===== config.mk =====
export PLATFORM = sky130hd
export DESIGN_NAME = pong_ball_engine
export DESIGN_NICKNAME = d
export VERILOG_FILES = /design/src/rtl/pong_pkg.sv /design/src/rtl/pong_sound_timer.sv /design/src/rtl/pong_ball_engine.sv
export SDC_FILE = /design/constraint.sdc
export NUM_CORES = 1
export LEC_CHECK = 0
export CAP_MARGIN = 15
export CORE_ASPECT_RATIO = 1.2
export CORE_MARGIN = 3
export CORE_UTILIZATION = 40
export CTS_CLUSTER_DIAMETER = 50
export DETAILED_ROUTE_END_ITERATION = 8
export GPL_ROUTABILITY_DRIVEN = 0
export PLACE_DENSITY_LB_ADDON = 0.15
export REMOVE_ABC_BUFFERS = 1
export SLEW_MARGIN = 20
export SYNTH_ARGS = -nofsm -noshare
export SYNTH_HDL_FRONTEND = slang
export SYNTH_SLANG_ARGS = --single-unit

===== constraint.sdc =====
create_clock -name dyn_clk -period 7.9 [get_ports dyn_clk]
set_clock_uncertainty 0.15 [all_clocks]
set_input_delay 0.79 -clock dyn_clk [delete_from_list [all_inputs] [get_ports dyn_clk]]
set_output_delay 0.79 -clock dyn_clk [all_outputs]
set_load 0.05 [all_outputs]

===== src/rtl/pong_pkg.sv =====
// Shared types for the Pong ball engine: game states, sound and channel codes,
// and the saturating speed helpers used on paddle hits.
package pong_pkg;

  typedef enum logic [1:0] {
    ST_SERVE = 2'd0,
    ST_PLAY  = 2'd1,
    ST_GOAL  = 2'd2,
    ST_OVER  = 2'd3
  } state_e;

  typedef enum logic [1:0] {
    SND_PING = 2'd1,
    SND_PONG = 2'd2,
    SND_GOAL = 2'd3
  } sound_e;

  typedef enum logic [1:0] {
    CH_NONE  = 2'd0,
    CH_RIGHT = 2'd1,
    CH_LEFT  = 2'd2,
    CH_BOTH  = 2'd3
  } chan_e;

  function automatic logic [2:0] speed_up(input logic [2:0] v, input logic [2:0] vmax);
    return (v >= vmax) ? vmax : v + 3'd1;
  endfunction

  function automatic logic [2:0] speed_down(input logic [2:0] v);
    return (v <= 3'd1) ? 3'd1 : v - 3'd1;
  endfunction

endpackage


===== src/rtl/pong_sound_timer.sv =====
// Sound event arbiter: goal beats pong beats ping; the winning event loads
// sound, channel and a duration timer that silences the channel when it expires.
module pong_sound_timer
  import pong_pkg::*;
#(
  parameter int T_PING = 10,
  parameter int T_PONG = 30,
  parameter int T_GOAL = 40
) (
  input  logic       dyn_clk,
  input  logic       reset,
  input  logic       ping,
  input  chan_e      ping_ch,
  input  logic       pong,
  input  chan_e      pong_ch,
  input  logic       goal,
  input  chan_e      goal_ch,
  output logic [1:0] sound,
  output logic [1:0] channel
);

  localparam int T_MAX = (T_PING > T_PONG) ? ((T_PING > T_GOAL) ? T_PING : T_GOAL)
                                           : ((T_PONG > T_GOAL) ? T_PONG : T_GOAL);
  localparam int TW = $clog2(T_MAX + 1);

  logic [TW-1:0] timer;

  // NOTE: registers are written with non-blocking (<=) so every flop samples
  // pre-edge values; blocking here would create order-dependent simulation.
  always_ff @(posedge dyn_clk) begin
    if (reset) begin
      sound   <= SND_PING;
      channel <= CH_NONE;
      timer   <= '0;
    end else if (goal) begin
      sound   <= SND_GOAL;
      channel <= goal_ch;
      timer   <= TW'(T_GOAL);
    end else if (pong) begin
      sound   <= SND_PONG;
      channel <= pong_ch;
      timer   <= TW'(T_PONG);
    end else if (ping) begin
      sound   <= SND_PING;
      channel <= ping_ch;
      timer   <= TW'(T_PING);
    end else if (timer != '0) begin
      timer <= timer - 1'b1;
      if (timer == TW'(1)) channel <= CH_NONE;
    end
  end

endmodule


===== src/rtl/pong_ball_engine.sv =====
// Pong ball engine: serve/play/goal/over FSM, ball motion with wall and paddle
// collisions, progressive speed, scoring and sound event generation.
module pong_ball_engine
  import pong_pkg::*;
#(
  parameter int W_SCREEN      = 800,
  parameter int H_SCREEN      = 600,
  parameter int BALL          = 10,
  parameter int PAD_H         = 80,
  parameter int PAD_W         = 10,
  parameter int PAD_OFF       = 20,
  parameter int SPEED_INIT    = 2,
  parameter int SPEED_MAX     = 7,
  parameter int HITS_PER_STEP = 4,
  parameter int SERVE_TICKS   = 60,
  parameter int WIN_SCORE     = 9,
  parameter int T_PING        = 10,
  parameter int T_PONG        = 30,
  parameter int T_GOAL        = 40
) (
  input  logic       dyn_clk,
  input  logic       reset,
  input  logic       play,
  input  logic [9:0] pos_ply1,
  input  logic [9:0] pos_ply2,
  output logic [9:0] x_ball,
  output logic [9:0] y_ball,
  output logic [3:0] score1,
  output logic [3:0] score2,
  output logic       goal_ply1,
  output logic       goal_ply2,
  output logic       game_over,
  output logic       winner,
  output logic [1:0] sound,
  output logic [1:0] channel
);

  localparam logic [10:0] BALL_W = 11'(BALL);
  localparam logic [10:0] HALF   = 11'(BALL / 2);
  localparam logic [10:0] PAD_HW = 11'(PAD_H);
  localparam logic [10:0] ZONE_LO = 11'(PAD_H / 4);
  localparam logic [10:0] ZONE_HI = 11'(3 * PAD_H / 4);
  localparam logic [10:0] L_FACE = 11'(PAD_OFF + PAD_W);
  localparam logic [10:0] R_FACE = 11'(W_SCREEN - PAD_OFF - PAD_W);
  localparam logic [10:0] X_MAX  = 11'(W_SCREEN - BALL);
  localparam logic [10:0] Y_MAX  = 11'(H_SCREEN - BALL);
  localparam logic [9:0]  X_CTR  = 10'(W_SCREEN / 2 - BALL / 2);
  localparam logic [9:0]  Y_CTR  = 10'(H_SCREEN / 2 - BALL / 2);
  localparam logic [2:0]  S_INIT = 3'(SPEED_INIT);
  localparam logic [2:0]  S_MAX  = 3'(SPEED_MAX);
  localparam logic [3:0]  WIN    = 4'(WIN_SCORE);
  localparam int SW = $clog2(SERVE_TICKS + 1);
  localparam int HW = $clog2(HITS_PER_STEP + 1);
  localparam logic [SW-1:0] SERVE_LAST = SW'(SERVE_TICKS - 1);
  localparam logic [HW-1:0] HIT_LAST   = HW'(HITS_PER_STEP - 1);

  state_e        state, state_nxt;
  logic [9:0]    x_nxt, y_nxt;
  logic          dx, dy, dx_nxt, dy_nxt;
  logic [2:0]    speed_x, speed_y, speed_x_nxt, speed_y_nxt;
  logic [HW-1:0] hit_cnt, hit_cnt_nxt;
  logic [SW-1:0] serve_cnt, serve_cnt_nxt;
  logic [3:0]    score1_nxt, score2_nxt;
  logic          goal1_nxt, goal2_nxt, game_over_nxt, winner_nxt;
  logic          ping_ev, pong_ev, goal_ev;
  chan_e         pong_ch, goal_ch;

  // Collision arithmetic is done in 11 bits so sums never wrap.
  logic [10:0] xw, yw, sx, sy, p1w, p2w, pad_top, ctr;
  logic        hit_l, hit_r, outer_zone;

  assign xw  = {1'b0, x_ball};
  assign yw  = {1'b0, y_ball};
  assign sx  = {8'd0, speed_x};
  assign sy  = {8'd0, speed_y};
  assign p1w = {1'b0, pos_ply1};
  assign p2w = {1'b0, pos_ply2};

  assign hit_l = !dx && (xw >= L_FACE) && ((xw - sx) <= L_FACE)
              && ((yw + BALL_W) > p1w) && (yw < (p1w + PAD_HW));
  assign hit_r = dx && ((xw + BALL_W) <= R_FACE) && ((xw + BALL_W + sx) >= R_FACE)
              && ((yw + BALL_W) > p2w) && (yw < (p2w + PAD_HW));

  assign pad_top    = hit_l ? p1w : p2w;
  assign ctr        = yw + HALF;
  assign outer_zone = (ctr < (pad_top + ZONE_LO)) || (ctr >= (pad_top + ZONE_HI));

  always_comb begin
    // NOTE: every signal driven here gets a default first, so no path through
    // the case can leave one unassigned and infer a latch.
    state_nxt     = state;
    x_nxt         = x_ball;
    y_nxt         = y_ball;
    dx_nxt        = dx;
    dy_nxt        = dy;
    speed_x_nxt   = speed_x;
    speed_y_nxt   = speed_y;
    hit_cnt_nxt   = hit_cnt;
    serve_cnt_nxt = serve_cnt;
    score1_nxt    = score1;
    score2_nxt    = score2;
    goal1_nxt     = 1'b0;
    goal2_nxt     = 1'b0;
    game_over_nxt = game_over;
    winner_nxt    = winner;
    ping_ev       = 1'b0;
    pong_ev       = 1'b0;
    goal_ev       = 1'b0;
    pong_ch       = CH_NONE;
    goal_ch       = CH_NONE;

    if (play) begin
      case (state)
        ST_SERVE: begin
          if (serve_cnt == SERVE_LAST) begin
            state_nxt     = ST_PLAY;
            serve_cnt_nxt = '0;
            speed_x_nxt   = S_INIT;
            speed_y_nxt   = S_INIT;
            hit_cnt_nxt   = '0;
          end else begin
            serve_cnt_nxt = serve_cnt + 1'b1;
          end
        end

        ST_PLAY: begin
          if (!dy && (yw < sy)) begin
            y_nxt   = '0;
            dy_nxt  = 1'b1;
            ping_ev = 1'b1;
          end else if (dy && ((yw + sy) >= Y_MAX)) begin
            y_nxt   = Y_MAX[9:0];
            dy_nxt  = 1'b0;
            ping_ev = 1'b1;
          end else begin
            y_nxt = dy ? y_ball + 10'(speed_y) : y_ball - 10'(speed_y);
          end

          if (hit_l || hit_r) begin
            x_nxt   = hit_l ? L_FACE[9:0] : 10'(R_FACE - BALL_W);
            dx_nxt  = hit_l;
            pong_ev = 1'b1;
            pong_ch = hit_l ? CH_LEFT : CH_RIGHT;
            if (hit_cnt == HIT_LAST) begin
              hit_cnt_nxt = '0;
              speed_x_nxt = speed_up(speed_x, S_MAX);
            end else begin
              hit_cnt_nxt = hit_cnt + 1'b1;
            end
            speed_y_nxt = outer_zone ? speed_up(speed_y, S_MAX) : speed_down(speed_y);
          end else if (!dx && (xw < sx)) begin
            x_nxt      = '0;
            score2_nxt = score2 + 4'd1;
            goal2_nxt  = 1'b1;
            goal_ev    = 1'b1;
            goal_ch    = CH_LEFT;
            state_nxt  = ST_GOAL;
          end else if (dx && ((xw + sx) >= X_MAX)) begin
            x_nxt      = X_MAX[9:0];
            score1_nxt = score1 + 4'd1;
            goal1_nxt  = 1'b1;
            goal_ev    = 1'b1;
            goal_ch    = CH_RIGHT;
            state_nxt  = ST_GOAL;
          end else begin
            x_nxt = dx ? x_ball + 10'(speed_x) : x_ball - 10'(speed_x);
          end
        end

        // dx still points at the side that conceded, which is the next serve direction.
        ST_GOAL: begin
          if ((score1 == WIN) || (score2 == WIN)) begin
            state_nxt     = ST_OVER;
            game_over_nxt = 1'b1;
            winner_nxt    = (score2 == WIN);
          end else begin
            state_nxt = ST_SERVE;
            x_nxt     = X_CTR;
            y_nxt     = Y_CTR;
          end
        end

        ST_OVER: ;
      endcase
    end
  end

  always_ff @(posedge dyn_clk) begin
    if (reset) begin
      state     <= ST_SERVE;
      x_ball    <= X_CTR;
      y_ball    <= Y_CTR;
      dx        <= 1'b1;
      dy        <= 1'b1;
      speed_x   <= S_INIT;
      speed_y   <= S_INIT;
      hit_cnt   <= '0;
      serve_cnt <= '0;
      score1    <= '0;
      score2    <= '0;
      goal_ply1 <= 1'b0;
      goal_ply2 <= 1'b0;
      game_over <= 1'b0;
      winner    <= 1'b0;
    end else begin
      state     <= state_nxt;
      x_ball    <= x_nxt;
      y_ball    <= y_nxt;
      dx        <= dx_nxt;
      dy        <= dy_nxt;
      speed_x   <= speed_x_nxt;
      speed_y   <= speed_y_nxt;
      hit_cnt   <= hit_cnt_nxt;
      serve_cnt <= serve_cnt_nxt;
      score1    <= score1_nxt;
      score2    <= score2_nxt;
      goal_ply1 <= goal1_nxt;
      goal_ply2 <= goal2_nxt;
      game_over <= game_over_nxt;
      winner    <= winner_nxt;
    end
  end

  pong_sound_timer #(
    .T_PING(T_PING),
    .T_PONG(T_PONG),
    .T_GOAL(T_GOAL)
  ) u_sound (
    .dyn_clk (dyn_clk),
    .reset   (reset),
    .ping    (ping_ev),
    .ping_ch (CH_BOTH),
    .pong    (pong_ev),
    .pong_ch (pong_ch),
    .goal    (goal_ev),
    .goal_ch (goal_ch),
    .sound   (sound),
    .channel (channel)
  );

endmodule


==> flow_metrics.tcl, run 1 <==
set metrics [dict create \
    result_of_the_run "completed" \
    clk_path_buf_depth 2 \
    timing.critical_path.mode_cell "sky130_fd_sc_hd__ha_1" \
    detail_route.wirelength_mm 19.9 \
    synth_ff_type "sky130_fd_sc_hd__dfxtp_1" \
    timing.final.max_slew_violations 0 \
    ctsRootBufferMaster "sky130_fd_sc_hd__clkbuf_16" \
    worst-path-stages 24 \
    grt_overflow_total 0 \
    worst_slew_margin_rel_pct 42.2 \
    viasPerCell 5.65 \
    timing.setup.tns_ns 0 \
    final.min_clock_period_ns 6.37 \
    whs_path_depth 2 \
    p_per_area_nw_per_um2 121 \
    worstRegToRegCells 24 \
    die_y_um 151 \
    cts_buffers 9 \
    core.rowCount 52 \
    leakage_nw 3.32 \
    worst-path-max-fanout 15 \
    detail_route.first_pass.iterations 5 \
    first_global_vias 6572 \
    cts_setup_buffers 0 \
    crit_arrival_ns 6.40 \
    ys_seq_elements 61 \
    layout-drive-gt1-share_pct 4.43 \
    coreArea_um2 17000 \
    fp.dieArea_um2 19100 \
    crit_path_cell_trace "nand2_1 > nor2_1 > and3_1 > xnor2_1 > ha_1 > nand4_1 > a211oi_1 > o31ai_1 > a2111oi_2 > o2111ai_2 > mux2i_1 > ha_1 > xor2_1 > ha_1 > a21o_1 > a21o_1 > a21oi_1 > o21ai_0 > o21a_1 > o21ai_0 > o2111ai_1 > a221oi_2 > mux2i_1 > a21oi_1" \
    r2r_setup_slack_ns 1.53 \
    timing.max_cap.violations 0 \
    critical_path_buf_inv_count 0 \
    synth_area_um2 7010 \
    ios 59 \
    portBuffers 58 \
    tritoncts "built" \
    post-dp-hpwl_mm 15.2 \
    layout.nets 1092 \
    route.vias.total 6707 \
    min_path_type "reg2reg" \
    sink_count_of_the_clock_tree 61 \
    drt-initial-drc-count 466 \
    async_reset_ff_share_pct 0 \
    count_of_instances_resized_after_the_clock_tree_is_built 0 \
    path_delay_family "compound AO/OA/AOI/OAI gates" \
    crit_path_top_delay_cell "sky130_fd_sc_hd__dfxtp_1" \
    antenna_cells 0 \
    worstSetupEndpoint "speed_y[1]" \
    worst-slew-pin-transition_ns 0.866 \
    timing.critical_path.required_ns 7.93 \
    pin_count_of_the_biggest_net_entering_global_routing 61 \
    wl_per_cell_um 16.8 \
    post_synth_num_cell_types 69 \
    crit_startpoint "y_ball[5]" \
    floorplan.initialDensity_pct 41.1 \
    crit_path_end_kind "register" \
    clock_tree.htree_level_count 3 \
    place_inst 1172 \
    areaGrowthSynthToFinish_pct 15.0 \
    final_hold_viols 0 \
    setup.worst_path.start_class "register" \
    worst_r2r_endpoint "speed_y[1]" \
    hold-worst-slack_ns 0.293 \
    globalRouteTotalUtil_pct 21.1 \
    horizontal_extent_of_the_die_um 127 \
    worstSkewPairLatency_ns 0.33 \
    finalPower_mw 0.971 \
    finish.utilization_pct 47.3 \
    min_period_over_period_pct 80.6 \
    final-setup-viol-count 0 \
    grt_first_pass_wirelength_mm 33.3 \
    synth.yosys.warnings 0 \
    synthesis.instances 935 \
    maxClockFrequency_mhz 157 \
    power.ir.vdd_worst_v 0.000162 \
    ant_nets 0 \
    final_cell_count_no_fill 1187 \
    drc 0 \
    cts_hold_repair.buffers 0 \
    critical_path_class "reg2reg" \
    antenna_found_initial 0 \
    cts.reportedPaths.clkPinSlew_ns 0.05 \
    syn-mean-instance-area_um2 7.49 \
    synth_enable_flop_cells 0 \
    synth_sequential_area_ratio_pct 17.4 \
    worstReg2RegStart "y_ball[5]" \
    setup_repair_after_global_routing_missed_its_margin "no" \
    cp_slowest_stage_delay_ns 0.75 \
]
-- cells in the final DEF (no fill, tap or decap), types with 11 or more instances in the layout --
| cell | Yosys | layout |
|---|---|---|
| sky130_fd_sc_hd__a211oi_1 | 14 | 14 |
| sky130_fd_sc_hd__a21o_1 | 17 | 17 |
| sky130_fd_sc_hd__a21oi_1 | 76 | 76 |
| sky130_fd_sc_hd__and2_1 | 13 | 13 |
| sky130_fd_sc_hd__clkdlybuf4s50_1 | 0 | 57 |
| sky130_fd_sc_hd__dfxtp_1 | 61 | 61 |
| sky130_fd_sc_hd__ha_1 | 97 | 97 |
| sky130_fd_sc_hd__inv_1 | 57 | 57 |
| sky130_fd_sc_hd__nand2_1 | 79 | 79 |
| sky130_fd_sc_hd__nand2b_1 | 24 | 24 |
| sky130_fd_sc_hd__nand3_1 | 24 | 24 |
| sky130_fd_sc_hd__nand4_1 | 22 | 22 |
| sky130_fd_sc_hd__nor2_1 | 81 | 81 |
| sky130_fd_sc_hd__nor3_1 | 29 | 29 |
| sky130_fd_sc_hd__o21ai_0 | 53 | 53 |
| sky130_fd_sc_hd__or3_1 | 11 | 11 |
| sky130_fd_sc_hd__xnor2_1 | 37 | 37 |
| sky130_fd_sc_hd__xor2_1 | 32 | 32 |
-- cell usage after synthesis (13+ instances only) --
cell type | count | area (µm²)
sky130_fd_sc_hd__clkbuf_1 | 31 | 116
sky130_fd_sc_hd__inv_1 | 57 | 214
sky130_fd_sc_hd__nand2_1 | 79 | 297
sky130_fd_sc_hd__nor3_1 | 29 | 145
sky130_fd_sc_hd__dfxtp_1 | 61 | 1220
sky130_fd_sc_hd__nand4_1 | 22 | 138
sky130_fd_sc_hd__xnor2_1 | 37 | 324
sky130_fd_sc_hd__a211oi_1 | 14 | 105
sky130_fd_sc_hd__nand2b_1 | 24 | 150
sky130_fd_sc_hd__and2_1 | 13 | 81.3
sky130_fd_sc_hd__nand3_1 | 24 | 120
sky130_fd_sc_hd__a21o_1 | 17 | 128
sky130_fd_sc_hd__o21ai_0 | 53 | 265
sky130_fd_sc_hd__a21oi_1 | 76 | 380
sky130_fd_sc_hd__xor2_1 | 32 | 280
sky130_fd_sc_hd__nor2_1 | 81 | 304
sky130_fd_sc_hd__ha_1 | 97 | 1210
-- logic make-up (layout without fill, tap and decap cells) --
family	Yosys count	in the layout	share of synthesized area [%]
flops	61	61	17.4
buf+inv	100	136	5.52
simple gates	334	334	23.7
xor+xnor	69	69	8.63
compound gates	259	259	24.4
fa+ha+maj	103	103	18.9
mux	9	9	1.48
-- where the power goes --
part           total (mW)  leakage (nW)  internal (mW)  switching, mW
registers           0.334         0.493          0.322         0.0120
logic               0.196          2.67         0.0888          0.107
clock network       0.441         0.161          0.300          0.141
-- worst register-to-register path, stage by stage (launching register included) --
cell                        delay (ns)
sky130_fd_sc_hd__dfxtp_1          0.75
sky130_fd_sc_hd__nand2_1          0.23
sky130_fd_sc_hd__nor2_1           0.19
sky130_fd_sc_hd__and3_1           0.19
sky130_fd_sc_hd__xnor2_1          0.11
sky130_fd_sc_hd__ha_1             0.32
sky130_fd_sc_hd__nand4_1          0.13
sky130_fd_sc_hd__a211oi_1         0.20
sky130_fd_sc_hd__o31ai_1          0.12
sky130_fd_sc_hd__a2111oi_2        0.40
sky130_fd_sc_hd__o2111ai_2        0.47
sky130_fd_sc_hd__mux2i_1          0.48
sky130_fd_sc_hd__ha_1             0.27
sky130_fd_sc_hd__xor2_1           0.18
sky130_fd_sc_hd__ha_1             0.27
sky130_fd_sc_hd__a21o_1           0.16
sky130_fd_sc_hd__a21o_1           0.16
sky130_fd_sc_hd__a21oi_1          0.12
sky130_fd_sc_hd__o21ai_0          0.10
sky130_fd_sc_hd__o21a_1           0.16
sky130_fd_sc_hd__o21ai_0          0.20
sky130_fd_sc_hd__o2111ai_1        0.16
sky130_fd_sc_hd__a221oi_2         0.41
sky130_fd_sc_hd__mux2i_1          0.24
sky130_fd_sc_hd__a21oi_1          0.05
-- per-stage QoR --
step	instance area, µm²	setup slack (ns)
final	8060	1.53
after global routing	8060	0.961
after CTS	8060	1.51
after detailed placement	7720	1.39
after global placement	7720	1.53
after floorplan	6830	1.70
-- layer usage --
layer | GRT usage [%] | wire [µm]
met1 | 27.7 | 9350
met4 | 6.01 | 345
met5 | 0 | 0
met3 | 1.80 | 683
met2 | 36.9 | 9520
-- sequential cells by signal (all words and copies together), names as in the netlist --
name / cells
dx: 1
dy: 1
game_over: 1
goal_ply1: 1
goal_ply2: 1
hit_cnt: 3
score1: 4
score2: 4
serve_cnt: 6
speed_x: 3
speed_y: 3
state: 2
u_sound.channel: 2
u_sound.sound: 2
u_sound.timer: 6
winner: 1
x_ball: 10
y_ball: 10
-- how the worst min path moves through the flow --
stage                     startpoint    endpoint  slack [ns]
after floorplan           hit_cnt[1]  hit_cnt[1]        0.27
after global placement    hit_cnt[1]  hit_cnt[1]        0.28
after detailed placement  hit_cnt[1]  hit_cnt[1]        0.29
after CTS                 hit_cnt[1]  hit_cnt[1]        0.30
after global routing      hit_cnt[1]  hit_cnt[1]        0.32
final                     hit_cnt[1]  hit_cnt[1]        0.29
-- area by class of cell --
cell class,count,area (µm²)
flip-flops and latches,61,1220
clock inverters,3,67.6
fillers,1728,8990
repair buffers,64,621
clock buffers,12,267
inverters,57,214
multi-input cells,774,5400
well taps,216,270
No activity file was read; power rests on OpenSTA's default activity.
==> run 2, diff against run 1 <==
clock period = 6.1 ns   (was 7.9 ns; I/O delays follow)
==> run 2 against run 1 <==
- combinational power up 33%
- cell area up 1.6%
- non-clock buffer count up 21
- first-iteration DRC count up 4.7%
- largest power group unchanged
==> flow_metrics.tcl, run 2 (same netlist as run 1, synthesis figures left out) <==
set metrics [dict create \
    result_of_the_run "completed" \
    core.rowCount 52 \
    antenna_found_initial 0 \
    detail_route.first_pass.iterations 5 \
    leakage_nw 3.39 \
    cts.reportedPaths.clkPinSlew_ns 0.06 \
    final-setup-viol-count 0 \
    place_inst 1189 \
    min_path_type "reg2reg" \
    first_global_vias 6622 \
    largest_registers "x_ball (10), y_ball (10)" \
    antenna_cells 0 \
    worstSkewPairLatency_ns 0.33 \
    crit_arrival_ns 5.58 \
    p_per_area_nw_per_um2 146 \
    viasPerCell 5.72 \
    final_hold_viols 0 \
    timing.critical_path.required_ns 6.13 \
    clock_tree.htree_level_count 3 \
    grt_first_pass_wirelength_mm 33.7 \
    fp.dieArea_um2 19100 \
    finalInstanceArea_um2 8190 \
    clk_path_buf_depth 2 \
    floorplan.initialDensity_pct 41.1 \
    globalRouteTotalUtil_pct 21.4 \
    ctsRootBufferMaster "sky130_fd_sc_hd__clkbuf_16" \
    layout-drive-gt1-share_pct 6.85 \
    timing.critical_path.mode_cell "sky130_fd_sc_hd__ha_1" \
    ant_nets 0 \
    cp_slowest_stage_delay_ns 0.57 \
    horizontal_extent_of_the_die_um 127 \
    coreArea_um2 17000 \
    grt_overflow_total 0 \
    final.min_clock_period_ns 5.55 \
    die_y_um 151 \
    detail_route.wirelength_mm 20.6 \
    route.vias.total 6911 \
    cts_hold_repair.buffers 0 \
    crit_path_cell_trace "clkdlybuf4s50_1 > ha_1 > xor2_1 > ha_1 > a2111oi_0 > a211oi_1 > a211oi_1 > o2111ai_2 > buf_4 > mux2i_4 > ha_1 > xor2_1 > ha_1 > a21o_1 > a21o_1 > a21oi_1 > o21ai_0 > o21a_1 > o21ai_0 > o2111ai_1 > a221oi_2 > buf_4 > mux2i_1 > a21oi_1" \
    finalWorstSetupSlack_ns 0.553 \
    portBuffers 58 \
    crit_path_top_delay_cell "sky130_fd_sc_hd__clkdlybuf4s50_1" \
    finish.utilization_pct 48.0 \
    sink_count_of_the_clock_tree 61 \
    dp_worst_setup_slack_ns -0.0769 \
    worst_slew_margin_rel_pct 50.6 \
    drc 0 \
    wl_per_cell_um 17.1 \
    worst-slew-pin-transition_ns 0.737 \
    cts_buffers 9 \
    hold-worst-slack_ns 0.291 \
    crit_path_end_kind "register" \
    area_after_detailed_placement_um2 7850 \
    layout.nets 1113 \
    setup.worst_path.start_class "input pin" \
    power.ir.vdd_worst_v 0.000289 \
    timing.final.max_slew_violations 0 \
    timing.max_cap.violations 0 \
    pin_count_of_the_biggest_net_entering_global_routing 38 \
    min_period_over_period_pct 90.9 \
    ios 59 \
    post-dp-hpwl_mm 16.0 \
    mostFrequentLayoutCell "sky130_fd_sc_hd__ha_1" \
    critical_path_class "in2reg" \
    drt-initial-drc-count 488 \
    areaGrowthSynthToFinish_pct 16.9 \
    maxClockFrequency_mhz 180 \
    setup_repair_after_global_routing_missed_its_margin "no" \
    tritoncts "built" \
    final_cell_mix "97 x sky130_fd_sc_hd__ha_1, 81 x sky130_fd_sc_hd__nor2_1, 79 x sky130_fd_sc_hd__nand2_1, 75 x sky130_fd_sc_hd__a21oi_1, 60 x sky130_fd_sc_hd__dfxtp_1" \
    worst-path-max-fanout 6 \
    final_cell_count_no_fill 1209 \
]
[run 2: final timing paths]
path	startpoint	endpoint	slack, ns	cells past startpoint
setup reg to reg	y_ball[5]	speed_y[1]	0.59	26
setup / recovery	pos_ply1[4]	speed_y[1]	0.55	24
hold / removal	hit_cnt[1]	hit_cnt[1]	0.29	2
hold reg to reg	hit_cnt[1]	hit_cnt[1]	0.29	2
[run 2: worst max-delay path: cells and delay by family]
| kind | cells | cell delay [ns] |
|---|---|---|
| AO/OA/AOI/OAI | 13 | 2.21 |
| adder cells (fa/ha/maj) | 4 | 1.09 |
| multiplexers | 2 | 0.39 |
| buffers and inverters | 3 | 0.95 |
| XOR/XNOR | 2 | 0.33 |
[run 2: what timing repair did]
item / in CTS / in global routing
resized for setup: 0 / 4
setup buffers: 0 / 4
setup endpoints to repair: 0 / 3
[run 2: cell type report]
cell class	instances	area, µm²
clock inverters	6	63.8
inverters	57	214
fillers	1751	8860
multi-input cells	774	5410
clock buffers	10	229
well taps	216	270
repair buffers	85	778
flip-flops and latches	61	1220
[run 2: where the power goes]
| part | internal (mW) | total, mW | switching [mW] |
|---|---|---|---|
| registers | 0.417 | 0.433 | 0.0165 |
| logic | 0.118 | 0.260 | 0.142 |
| clock network | 0.315 | 0.505 | 0.190 |
| total | 0.849 | 1.20 | 0.348 |
[run 2: stage by stage]
stage          TNS [ns]  total power, mW
2_1_floorplan    -0.277            0.621
3_3_place_gp          0            0.695
3_5_place_dp     -0.160            0.695
4_1_cts               0             1.20
5_1_grt               0             1.26
6_report              0             1.20
[run 2: layer usage]
layer | routed length (µm) | GRT usage, % | vias to the layer above
met1 | 9510 | 28.0 | 3238
met2 | 10100 | 37.4 | 169
li1 | - | - | 3484
met4 | 332 | 6.33 | 0
met5 | 0 | 0 | -
met3 | 732 | 1.94 | 20
==> run 3, diff against run 2 <==
CORE_MARGIN = 2   (was 3)
==> run 3 against run 2 <==
- maximum frequency shrank 4.2%
- final cell count shrank 0.17%
- setup slack worse by 0.24 ns
- sequential share of layout area barely moved
- count of clock-buffer cells in the layout unchanged
- sequential power about the same
- highest routed layer unchanged
==> flow_metrics.tcl, run 3 (same netlist as run 1, synthesis figures left out) <==
set metrics [dict create \
    largest_registers "x_ball (10), y_ball (10)" \
    antenna_cells 0 \
    coreArea_um2 17400 \
    die_y_um 149 \
    portBuffers 58 \
    worstSkewPairLatency_ns 0.33 \
    min_path_type "reg2reg" \
    drt-initial-drc-count 445 \
    layout.nets 1108 \
    crit_arrival_ns 5.83 \
    power.ir.vdd_worst_v 0.000175 \
    clk_path_buf_depth 2 \
    first_global_vias 6532 \
    clock_tree.htree_level_count 3 \
    ios 59 \
    ant_nets 0 \
    worstReg2RegStart "y_ball[2]" \
    tritoncts "built" \
    timing.critical_path.required_ns 6.15 \
    setup.worst_path.start_class "input pin" \
    hold_path_startpoint "hit_cnt[1]" \
    crit_startpoint "pos_ply1[4]" \
    route.vias.total 6868 \
    timing.final.max_slew_violations 0 \
    leakage_nw 3.39 \
    detail_route.first_pass.iterations 5 \
    critical_path_class "in2reg" \
    cts.reportedPaths.clkPinSlew_ns 0.05 \
    min_period_over_period_pct 94.9 \
    fp.dieArea_um2 18600 \
    n_fill_cell 1783 \
    final_cell_mix "97 x sky130_fd_sc_hd__ha_1, 81 x sky130_fd_sc_hd__nor2_1, 79 x sky130_fd_sc_hd__nand2_1, 75 x sky130_fd_sc_hd__a21oi_1, 61 x sky130_fd_sc_hd__dfxtp_1" \
    finalInstanceArea_um2 8190 \
    result_of_the_run "completed" \
    timing.max_cap.violations 0 \
    horizontal_extent_of_the_die_um 125 \
    area_after_detailed_placement_um2 7840 \
    grt_overflow_total 0 \
    p_per_area_nw_per_um2 155 \
    multi_input_comb_area_um2 5410 \
    maxClockFrequency_mhz 173 \
    final_hold_viols 0 \
    viasPerCell 5.69 \
    areaGrowthSynthToFinish_pct 16.8 \
    ctsRootBufferMaster "sky130_fd_sc_hd__clkbuf_16" \
    antenna_found_initial 0 \
    post-dp-hpwl_mm 15.6 \
    sink_count_of_the_clock_tree 61 \
    seqCellArea_um2 1220 \
    globalRouteTotalUtil_pct 21.5 \
    floorplan.initialDensity_pct 40.3 \
    wl_per_cell_um 16.9 \
    detail_route.wirelength_mm 20.4 \
    setup_repair_after_global_routing_missed_its_margin "no" \
    layout-drive-gt1-share_pct 6.08 \
    drc 0 \
    grt_first_pass_wirelength_mm 33.1 \
    crit_path_end_kind "register" \
    hold-worst-slack_ns 0.300 \
    mostFrequentLayoutCell "sky130_fd_sc_hd__ha_1" \
    worst-slew-pin-transition_ns 0.770 \
    pin_count_of_the_biggest_net_entering_global_routing 61 \
    cts_buffers 9 \
    final.min_clock_period_ns 5.79 \
    core.rowCount 53 \
    worst_slew_margin_rel_pct 48.5 \
    final-setup-viol-count 0 \
    worst-path-max-fanout 7 \
]
-- run 3: changes by cell type in the layout (fill, tap and decap cells not counted), sizes merged --
cell and delta:
buf -5, bufinv +2, clkinvlp -2, clkinv -1
-- run 3: per-stage QoR --
step	setup TNS [ns]	power [mW]	utilization, %	setup slack, ns	instances
floorplan	-0.277	0.621	-	-0.0971	892
global placement	0	0.696	45.1	0.0499	1191
detailed placement	-0.290	0.697	45.1	-0.105	1191
CTS	0	1.28	47.0	0.219	1206
global route	0	1.33	47.1	0.0279	1207
finish	0	1.27	47.1	0.313	1207
-- run 3: routing by layer --
layer	part of all wire, %	track usage (%)	wire length [µm]	up-vias
li1	-	-	-	3471
met1	46	27.6	9380	3212
met2	48	37.8	9870	153
met3	3.6	2.40	734	32
met4	2.2	7.11	456	0
met5	0	0	0	-
-- run 3: final timing paths --
check | to | slack (ns) | cells after the start
max reg2reg | speed_y[1] | 0.40 | 24
max | speed_y[1] | 0.31 | 24
min | hit_cnt[1] | 0.30 | 2
min reg2reg | hit_cnt[1] | 0.30 | 2
-- run 3: critical path: stages --
cell and delay (ns):
sky130_fd_sc_hd__clkdlybuf4s50_1 0.59, sky130_fd_sc_hd__ha_1 0.33, sky130_fd_sc_hd__o21ai_0 0.24, sky130_fd_sc_hd__xnor2_1 0.15
sky130_fd_sc_hd__ha_1 0.25, sky130_fd_sc_hd__a21oi_1 0.15, sky130_fd_sc_hd__nor2_1 0.05, sky130_fd_sc_hd__a211oi_1 0.31
sky130_fd_sc_hd__o2111ai_2 0.15, sky130_fd_sc_hd__buf_4 0.20, sky130_fd_sc_hd__mux2i_4 0.30, sky130_fd_sc_hd__ha_1 0.28
sky130_fd_sc_hd__xor2_1 0.18, sky130_fd_sc_hd__ha_1 0.27, sky130_fd_sc_hd__a21o_1 0.16, sky130_fd_sc_hd__a21o_1 0.17
sky130_fd_sc_hd__a21oi_1 0.13, sky130_fd_sc_hd__o21ai_0 0.09, sky130_fd_sc_hd__o21a_1 0.17, sky130_fd_sc_hd__o21ai_0 0.19
sky130_fd_sc_hd__o2111ai_1 0.16, sky130_fd_sc_hd__a221oi_2 0.39, sky130_fd_sc_hd__mux2i_1 0.24, sky130_fd_sc_hd__a21oi_1 0.05
-- run 3: repair_timing --
item,in CTS,in global routing
setup buffers,0,1
gates resized for setup,0,2
hold buffers,0,0
hold endpoints to repair,0,0
setup endpoints to repair,0,3
-- run 3: power breakdown --
part	internal [mW]	switching [mW]
clock	0.395	0.179
combinational	0.116	0.143
sequential	0.417	0.0171
-- run 3: final cells by class --
class,instances,area share [%]
clock buffer,10,2.80
timing repair buffer,80,9.05
multi-input combinational,774,66.0
tap,220,3.36
sequential,61,14.9
clock inverter,5,1.22
inverter,57,2.61
